**src/rtl/pulse_holder.sv**
```systemverilog
// pulse_holder: holds out high for a switch-weighted number of prescaled units per write edge.
// Define PULSE_HOLDER_EXTEND_EN to let a new trigger during a hold extend it.
module pulse_holder #(
  parameter int NUM_SW = 4,
  parameter int W_W = 9,
  parameter logic [NUM_SW*W_W-1:0] WEIGHTS = {9'd32, 9'd56, 9'd80, 9'd88},
  parameter int CNT_W = 12,
  parameter int PRESCALE = 1
) (
  input  logic              sysclk,
  input  logic              rst,
  input  logic              write,
  input  logic [NUM_SW-1:0] sw,
  input  logic              abort,
  output logic              out,
  output logic              done,
  output logic [CNT_W-1:0]  remaining
);
  localparam int RW = CNT_W + 4;
  localparam int PW = PRESCALE > 1 ? $clog2(PRESCALE) : 1;
  localparam logic [RW-1:0] MAX = {4'd0, {CNT_W{1'b1}}};
  typedef enum logic [1:0] {IDLE, HOLD, DONE} state_t;
  state_t state;
  logic write_q, trig, wrap;
  logic [PW-1:0] pcnt;
  logic [RW-1:0] raw;
  logic [CNT_W-1:0] sum, nxt;
  assign trig = write & ~write_q;
  assign wrap = pcnt == PW'(PRESCALE - 1);
  always_comb begin
    raw = '0;
    for (int i = 0; i < NUM_SW; i++) raw = raw + (sw[i] ? RW'(WEIGHTS[i*W_W +: W_W]) : '0);
    sum = raw > MAX ? '1 : raw[CNT_W-1:0];
  end
`ifdef PULSE_HOLDER_EXTEND_EN
  logic [RW-1:0] ext;
  always_comb begin
    ext = RW'(remaining - CNT_W'(wrap)) + (trig && |sw ? RW'(sum) : '0);
    nxt = ext > MAX ? '1 : ext[CNT_W-1:0];
  end
`else
  assign nxt = remaining - CNT_W'(wrap);
`endif
  // write_q resets high so a write level held through reset is not an edge
  always_ff @(posedge sysclk) begin
    if (rst) begin
      state <= IDLE;
      out <= 1'b0;
      done <= 1'b0;
      remaining <= '0;
      pcnt <= '0;
      write_q <= 1'b1;
    end else begin
      write_q <= write;
      done <= 1'b0;
      case (state)
        IDLE:
          if (trig && |sw) begin
            state <= HOLD;
            remaining <= sum;
            pcnt <= '0;
            out <= 1'b1;
          end
        HOLD:
          if (abort) begin
            state <= IDLE;
            out <= 1'b0;
            remaining <= '0;
            pcnt <= '0;
          end else begin
            pcnt <= wrap ? '0 : pcnt + 1'b1;
            remaining <= nxt;
            if (nxt == '0) begin
              state <= DONE;
              out <= 1'b0;
              done <= 1'b1;
            end
          end
        DONE: state <= IDLE;
        default: state <= IDLE;
      endcase
    end
  end
endmodule

```
**config.mk**
```make
export PLATFORM = sky130hd
export DESIGN_NAME = pulse_holder
export DESIGN_NICKNAME = d
export VERILOG_FILES = /design/src/rtl/pulse_holder.sv
export SDC_FILE = /design/constraint.sdc
export NUM_CORES = 1
export LEC_CHECK = 0
export ABC_AREA = 1
export BUFFER_PORTS_ARGS = -buffer_cell sky130_fd_sc_hd__buf_2
export CAP_MARGIN = 10
export CORE_MARGIN = 4
export CORE_UTILIZATION = 58
export DETAILED_ROUTE_END_ITERATION = 16
export PLACE_DENSITY_LB_ADDON = 0.2
export SETUP_SLACK_MARGIN = 0.2
export SYNTH_ARGS = -nofsm -noshare
export SYNTH_HDL_FRONTEND = slang
export SYNTH_SLANG_ARGS = --single-unit
```
**constraint.sdc**
```tcl
create_clock -name sysclk -period 7.2 [get_ports sysclk]
set_input_delay 1.8 -clock sysclk [delete_from_list [all_inputs] [get_ports sysclk]]
set_output_delay 1.8 -clock sysclk [all_outputs]
set_load 0.02 [all_outputs]
```
==> results of run 1 <==
[power groups by stage]
stage	sequential, mW	clock [mW]	combinational [mW]
finish	0.103	0.0525	0.0785
global placement	0.104	0	0.0758
global route	0.103	0.0565	0.0908
detailed placement	0.105	0	0.0791
floorplan	0.108	0	0.0565
CTS	0.102	0.0531	0.0794
[how the worst min path moves through the flow]
stage / start / to / slack [ns] / cells past startpoint
floorplan: remaining[11] / remaining[11] / 0.56 / 2
global placement: remaining[11] / remaining[11] / 0.48 / 2
detailed placement: remaining[11] / remaining[11] / 0.49 / 2
CTS: remaining[11] / remaining[11] / 0.51 / 2
global route: remaining[10] / remaining[10] / 0.56 / 2
finish: remaining[11] / remaining[11] / 0.51 / 2
[synthesized netlist by cell type (all sizes together)]
cell	number
a221oi	1
nand3	11
a31oi	2
o21ai	8
xor2	3
buf	1
nor2	29
a22oi	3
nand2	41
nor3	2
o221a	1
a21oi	7
ha	10
or2	2
dfxtp	17
fa	2
xnor2	1
o32ai	1
inv	27
clkbuf	1
nand4	1
[cell families after synthesis]
kind of cell / count (synthesis) / share of synthesized area
buf+inv: 29 / 0.0934
flops: 17 / 0.289
fa+ha+maj: 12 / 0.140
simple gates: 86 / 0.324
xor+xnor: 4 / 0.0361
compound gates: 23 / 0.118
[final cells by class]
| cell class | instances | share of cell area |
|---|---|---|
| repair buffers | 21 | 0.0787 |
| multi-input cells | 125 | 0.545 |
| flip-flops and latches | 17 | 0.255 |
| well taps | 27 | 0.0253 |
| inverters | 27 | 0.0759 |
| clock buffers | 4 | 0.0197 |
[flip-flops by register name, indices dropped and copies added (netlist names)]
signal,count
write_q,1
state,2
done,1
remaining,12
out,1
[worst max-delay path, cell delays in order]
cell and delay [ns]:
buf_2 0.13, fa_1 0.54, ha_1 0.17, inv_1 0.06
fa_1 0.37, or2_2 0.32, nand2_1 0.07, nand3_1 0.07
o221a_2 0.12, nor2_1 0.08
[per-layer routing]
metal,wire length (microns),track usage,up-vias
met2,1240,0.395,38
met3,174,0.0394,13
met4,114,0.123,0
li1,-,-,590
met1,1140,0.256,488
met5,0,0,-
[metrics by stage]
| step | cell area, sq um | utilization | total power, mW |
|---|---|---|---|
| finish | 1340 | 0.688 | 0.234 |
| global route | 1340 | 0.688 | 0.251 |
| CTS | 1340 | 0.688 | 0.235 |
| detailed placement | 1310 | 0.674 | 0.184 |
| global placement | 1310 | 0.674 | 0.180 |
| floorplan | 1180 | - | 0.165 |
==> impl_metrics.yaml, run 1 <==
floorplan:
  core_area_sq_mm: 0.00194
  die_x_microns: 53.1
  dieArea_sq_mm: 0.00282
  fp.dieH_microns: 53.1
  rows: 16
  start_util: 0.607
  io_pins: 22
logic_synthesis:
  synth_area_leader_cell: "dfxtp_1"
  synth_top_area_frac: 0.289
  synth_cell_types: 27
  avgSynthCellArea_sq_um: 6.89
  synth-seq-cells: 17
  synth.net_count: 191
  synthCells: 171
  yosysWarningCount: 0
  syn-cell-area_sq_mm: 0.00118
  synth_area_leaders: "dfxtp_1, nand2_1, ha_1"
  yosysSeqAreaShare: 0.289
critical_path:
  worstRegToRegCells: 7
  crit_path_end: "remaining[8]"
  r2r_slack_ns: 5.20
  cp-end-kind: "register"
  r2r_end: "remaining[2]"
  crit_type: "primary input to register"
  startpoint_type: "primary input"
  crit_required_ns: 7.44
  startpoint: "sw[0]"
  r2r_start: "state[0]"
  path_max_fanout: 4
  crit_arrival_ns: 3.72
routing:
  vias: 1129
  ant_nets: 0
  wl_mm: 2.67
  dr.pass1.iters: 4
  drc: 0
  drt_iter0_markers: 23
  wire_per_inst_microns: 12.1
  vias_per_cell: 5.11
pwr:
  power.share.clock: 0.225
  power_frac_seq: 0.440
  p_leak_nw: 0.674
  peakVddDrop_uv: 142
  p_int_uw: 149
  switching_share: 0.365
  cellPowerDensity_mw_per_mm2: 175
  switchingPower_uw: 85.3
  comb_power_share: 0.336
global_route:
  overflow: 0
  antenna_found_initial: 0
  grt_util_all_layers: 0.226
  grt_max_degree: 12
  grt_pass1_vias: 1111
  grt_pass1_wl_mm: 4.62
finish:
  final_cell_mix: "nand2_1, inv_1, nor2_1, buf_2, dfxtp_1"
  syn_to_final_growth_pct: 13.3
  nFillCells: 175
  fin_cells: 221
  final_nets: 215
  drive_gt1_frac: 0.201
  antenna_cells: 0
  multiInputGateArea_sq_um: 728
  layout_commonest_cell: "nand2_1"
  seq_area_sq_um: 340
sta:
  worst_slack_ns: 3.72
  slew_headroom: 0.491
  hold_violations: 0
  fmax_mhz: 287
  setup_tns_ns: 0
  finClkSkew_ns: 0.00520
  setup_viol: 0
  period_minus_slack_ns: 3.48
  timing.final.crit_share: 0.483
  max_slew.worst_pin.slew_ns: 0.761
  drv_slew: 0
  rsz0062_at_grt: "no"
  whs_ns: 0.506
clocking:
  htreeDepth: 1
  numCtsBuffers: 3
  cts_tree: "built"
  clk_path_buf_depth: 2
  clkSinkCount: 17
  clkTransAtPathRegs_ns: 0.10
  cts_setup_buffers: 0
  cts_hold_buffers: 0
  ctsResizeCount: 0
  cts-root-buf: "clkbuf_4"
  insertion_delay_ns: 0.30
job:
  maxCapViolCount: 0
place:
  dp_hpwl_mm: 2.20
  gp_congestion: 0.916
  post-place-ws_ns: 3.41
  numPortBuffers: 21
  dpl.cell_count: 217
outcome:
  run_status: "finished clean"
worst_hold_path:
  min_path_type: "register to register"
Power figures use the tool's default switching activity.
==> inputs of run 2 (changes only) <==
- CORE_UTILIZATION: 58 -> 54
- clock period: 7.2 -> 3.6 ns (I/O delays scaled with it)
==> run 2 against run 1 <==
Against the previous run: non-clock buffer count is 1 higher; combinational power grew 100%; register-to-register slack got worse by 3.5 ns; sequential share of layout area shrank 0.17 points; hold slack gained 0.0070 ns; clock skew shrank 0.0024 ns; critical path type unchanged.
==> impl_metrics.yaml, run 2 (synthesized netlist as in run 1, its figures left out) <==
floorplan:
  io_pins: 22
  dieArea_sq_mm: 0.00299
  rows: 16
  fp.dieH_microns: 54.7
  core_area_sq_mm: 0.00202
  start_util: 0.583
  die_x_microns: 54.7
place:
  numPortBuffers: 21
  dp_hpwl_mm: 2.20
  gp_congestion: 0.850
clocking:
  htreeDepth: 1
  clkSinkCount: 17
  cts_tree: "built"
  clkTransAtPathRegs_ns: 0.10
  clk_path_buf_depth: 2
  ctsResizeCount: 0
  cts_hold_buffers: 0
  cts_setup_buffers: 0
  cts-root-buf: "clkbuf_4"
  numCtsBuffers: 3
  insertion_delay_ns: 0.30
sta:
  whs_ns: 0.513
  hold_violations: 0
  max_slew.worst_pin.slew_ns: 0.240
  rsz0062_at_grt: "no"
  period_minus_slack_ns: 2.58
  setup_tns_ns: 0
  slew_headroom: 0.840
  setup_viol: 0
  fmax_mhz: 387
  drv_slew: 0
  finClkSkew_ns: 0.00275
  timing.final.crit_share: 0.717
global_route:
  antenna_found_initial: 0
  overflow: 0
  grt_pass1_vias: 1091
  grt_pass1_wl_mm: 4.60
  grt_max_degree: 12
  grt_util_all_layers: 0.214
routing:
  dr.pass1.iters: 4
  wl_mm: 2.72
  drt_iter0_markers: 41
  ant_nets: 0
  wire_per_inst_microns: 12.2
  drc: 0
  vias: 1150
  vias_per_cell: 5.18
finish:
  final_cell_mix: "nand2_1, inv_1, nor2_1, buf_2, dfxtp_1"
  nFillCells: 201
  top_regs: "remaining (12), state (2)"
  drive_gt1_frac: 0.210
  final_nets: 216
  largest_reg_flops: 12
  syn_to_final_growth_pct: 14.0
  largest-register: "remaining"
  layout_commonest_cell: "nand2_1"
  antenna_cells: 0
critical_path:
  r2r_slack_ns: 1.74
  path_max_fanout: 4
  r2r_end: "state[0]"
  crit_path_end: "remaining[8]"
  worstRegToRegCells: 12
  crit_type: "primary input to register"
  startpoint: "sw[0]"
  crit_arrival_ns: 2.82
  startpoint_type: "primary input"
  cp-end-kind: "register"
  r2r_start: "remaining[0]"
  crit_required_ns: 3.84
worst_hold_path:
  min_path_type: "register to register"
  hold_start: "remaining[11]"
pwr:
  peakVddDrop_uv: 183
  switchingPower_uw: 174
  power.share.clock: 0.226
  power_frac_seq: 0.438
  cellPowerDensity_mw_per_mm2: 349
  switching_share: 0.371
  p_int_uw: 295
  comb_power_share: 0.336
  p_leak_nw: 0.682
job:
  maxCapViolCount: 0
outcome:
  run_status: "finished clean"
run 2: cell types whose count changed in the layout (fill, tap and decap cells not counted):
cell / before / now
buf_4: 0 / 1
clkbuf_1: 1 / 0
clkinv_2: 0 / 1
run 2: worst max-delay path: stages:
cell and delay [ns]:
buf_2 0.13, fa_1 0.55, ha_1 0.18, inv_1 0.06, fa_1 0.37, or2_2 0.31, nand2_1 0.06, nand3_1 0.07
o221a_2 0.12, nor2_1 0.08
run 2: worst min-delay path by stage:
stage	endpoint	slack (ns)	cells past startpoint
global route	remaining[11]	0.54	2
global placement	remaining[11]	0.47	2
floorplan	remaining[11]	0.56	2
detailed placement	remaining[11]	0.50	2
finish	remaining[11]	0.51	2
CTS	remaining[11]	0.52	2
run 2: routing by layer:
metal  track usage  vias to the layer above  part of all wire
met5             0                        -                 0
met4        0.0747                        0             0.015
met3        0.0327                        5             0.068
met2         0.372                       33              0.48
met1         0.264                      522              0.44
li1              -                      590                 -
run 2: final cells by class:
class,instances,area [sq um],area share
Timing Repair Buffer,22,113,0.0838
Clock inverter,1,5.00,0.00372
Sequential cell,17,340,0.253
Multi-Input combinational cell,125,728,0.542
Tap cell,27,33.8,0.0251
Clock buffer,3,22.5,0.0168
Inverter,27,101,0.0754
run 2: metrics by stage:
stage	setup WS, ns	area, sq um	power, mW	std cells	util
6_report	1.02	1340	0.469	222	0.665
5_1_grt	0.930	1340	0.508	222	0.665
4_1_cts	1.02	1340	0.473	222	0.665
3_5_place_dp	0.695	1320	0.367	218	0.651
3_3_place_gp	0.773	1320	0.362	218	0.651
2_1_floorplan	0.943	1180	0.329	171	-
run 2: power by group through the flow:
stage               clock (mW)  sequential (mW)  combinational (mW)
CTS                      0.110            0.205               0.158
global placement             0            0.209               0.153
floorplan                    0            0.216               0.113
finish                   0.106            0.205               0.158
detailed placement           0            0.210               0.157
global route             0.120            0.207               0.181
==> inputs of run 3 (changes only) <==
- CORE_UTILIZATION: 54 -> 49
- clock period: 3.6 -> 2.36 ns (I/O delays scaled with it)
==> run 3 against run 2 <==
Against the previous run: hold slack got worse by 0.024 ns; first-iteration DRC count decreased by 24%; combinational power rose by 56%; critical path depth unchanged; core utilization decreased by 5.1 points; wire length decreased by 2.4%; clock-buffer cell count grew 1; power up 53%; via count shrank 3.4%; critical path type unchanged; largest cell class unchanged; largest power group unchanged.
==> impl_metrics.yaml, run 3 (synthesized netlist as in run 1, its figures left out) <==
place:
  dp_hpwl_mm: 2.16
  gp_congestion: 0.842
  dpl.cell_count: 222
  numPortBuffers: 21
  post-place-ws_ns: -0.105
critical_path:
  crit_path_top_delay_cell: "fa_1"
  r2r_end: "state[0]"
  startpoint: "sw[2]"
  critPathMaxStageDelay_ns: 0.54
  r2r_slack_ns: 0.54
  crit_arrival_ns: 2.35
  path_max_fanout: 2
  startpoint_type: "primary input"
  worstRegToRegCells: 12
  r2r_start: "remaining[0]"
  crit_type: "primary input to register"
  cp-end-kind: "register"
  crit_path_end: "remaining[8]"
  crit_required_ns: 2.59
  cp_cell_sequence: "buf_6 > fa_1 > ha_2 > inv_2 > fa_2 > or2_4 > nand2_2 > nand3_1 > o221a_2 > nor2_1"
global_route:
  grt_pass1_wl_mm: 4.57
  antenna_found_initial: 0
  grt_max_degree: 12
  grt_util_all_layers: 0.176
  overflow: 0
  grt_pass1_vias: 1031
finish:
  top_regs: "remaining (12), state (2)"
  final_nets: 219
  final_cell_mix: "nand2_1, inv_1, nor2_1, buf_2, dfxtp_1"
  drive_gt1_frac: 0.237
  layout_commonest_cell: "nand2_1"
  largest-register: "remaining"
  antenna_cells: 0
  fin_cells: 226
  largest_reg_flops: 12
  syn_to_final_growth_pct: 17.3
clocking:
  clkSinkCount: 17
  cts-root-buf: "clkbuf_4"
  clk_path_buf_depth: 2
  numCtsBuffers: 3
  insertion_delay_ns: 0.28
  cts_setup_buffers: 0
  htreeDepth: 1
  clkTransAtPathRegs_ns: 0.10
  cts_tree: "built"
routing:
  drc: 0
  dr.pass1.iters: 6
  vias_per_cell: 4.92
  ant_nets: 0
  wire_per_inst_microns: 11.7
  wl_mm: 2.65
  vias: 1111
  drt_iter0_markers: 31
sta:
  hold_violations: 0
  setup_tns_ns: 0
  worst_slack_ns: 0.231
  whs_ns: 0.489
  drv_slew: 0
  setup_viol: 0
  rsz0062_at_grt: "yes"
  slew_headroom: 0.838
  finClkSkew_ns: 0.00499
  timing.final.crit_share: 0.902
  max_slew.worst_pin.slew_ns: 0.243
  period_minus_slack_ns: 2.13
  fmax_mhz: 470
floorplan:
  rows: 17
  core_area_sq_mm: 0.00225
  dieArea_sq_mm: 0.00325
  start_util: 0.523
  fp.dieH_microns: 57.0
  io_pins: 22
  die_x_microns: 57.0
pwr:
  power_frac_seq: 0.437
  cellPowerDensity_mw_per_mm2: 518
  peakVddDrop_uv: 283
  switching_share: 0.360
  p_total_uw: 716
  comb_power_share: 0.344
  p_leak_nw: 0.695
  switchingPower_uw: 258
  p_int_uw: 459
  power.share.clock: 0.218
worst_hold_path:
  min_path_type: "primary input to register"
job:
  maxCapViolCount: 0
outcome:
  run_status: "finished clean"
## run 3: area by class of cell
| cell class | instances | area (sq um) |
|---|---|---|
| Tap cell | 28 | 35.0 |
| Fill cell | 218 | 872 |
| Timing Repair Buffer | 25 | 141 |
| Clock buffer | 4 | 26.3 |
| Inverter | 27 | 101 |
| Multi-Input combinational cell | 125 | 738 |
| Sequential cell | 17 | 340 |
## run 3: metrics by stage
stage	instance area, sq um	utilization
floorplan	1190	-
detailed placement	1350	0.598
global route	1380	0.613
global placement	1350	0.598
CTS	1380	0.613
finish	1380	0.613
## run 3: worst min path at each step
| stage | slack [ns] | cells past startpoint | startpoint | end |
|---|---|---|---|---|
| after floorplan | 0.56 | 2 | remaining[11] | remaining[11] |
| after global placement | 0.47 | 2 | remaining[11] | remaining[11] |
| after detailed placement | 0.49 | 2 | remaining[11] | remaining[11] |
| after CTS | 0.49 | 3 | write | write_q |
| after global routing | 0.50 | 3 | write | write_q |
| final | 0.49 | 3 | write | write_q |
## run 3: per-layer routing
layer,vias up,routed length (microns),global-route usage
met5,-,0,0
met4,0,14,0.0397
met3,2,116,0.0317
met2,17,1260,0.307
met1,496,1260,0.227
li1,596,-,-
## run 3: critical path, delay by kind of cell
| kind | cells | cell delay, ns |
|---|---|---|
| AO/OA/AOI/OAI | 1 | 0.12 |
| adder cells (fa/ha/maj) | 3 | 1.05 |
| buffers and inverters | 2 | 0.14 |
| AND/OR/NAND/NOR | 4 | 0.45 |
## run 3: power groups by stage
| stage | Combinational, mW | Clock [mW] | Sequential (mW) |
|---|---|---|---|
| floorplan | 0.175 | 0 | 0.330 |
| global placement | 0.239 | 0 | 0.319 |
| detailed placement | 0.244 | 0 | 0.320 |
| CTS | 0.248 | 0.163 | 0.313 |
| global route | 0.280 | 0.179 | 0.315 |
| finish | 0.247 | 0.156 | 0.313 |
## run 3: timing repair
item                       in CTS  in global routing
setup endpoints to repair       1                  1
hold buffers                    0                  0
gates resized for setup         3                  0
pin swaps                       5                  2
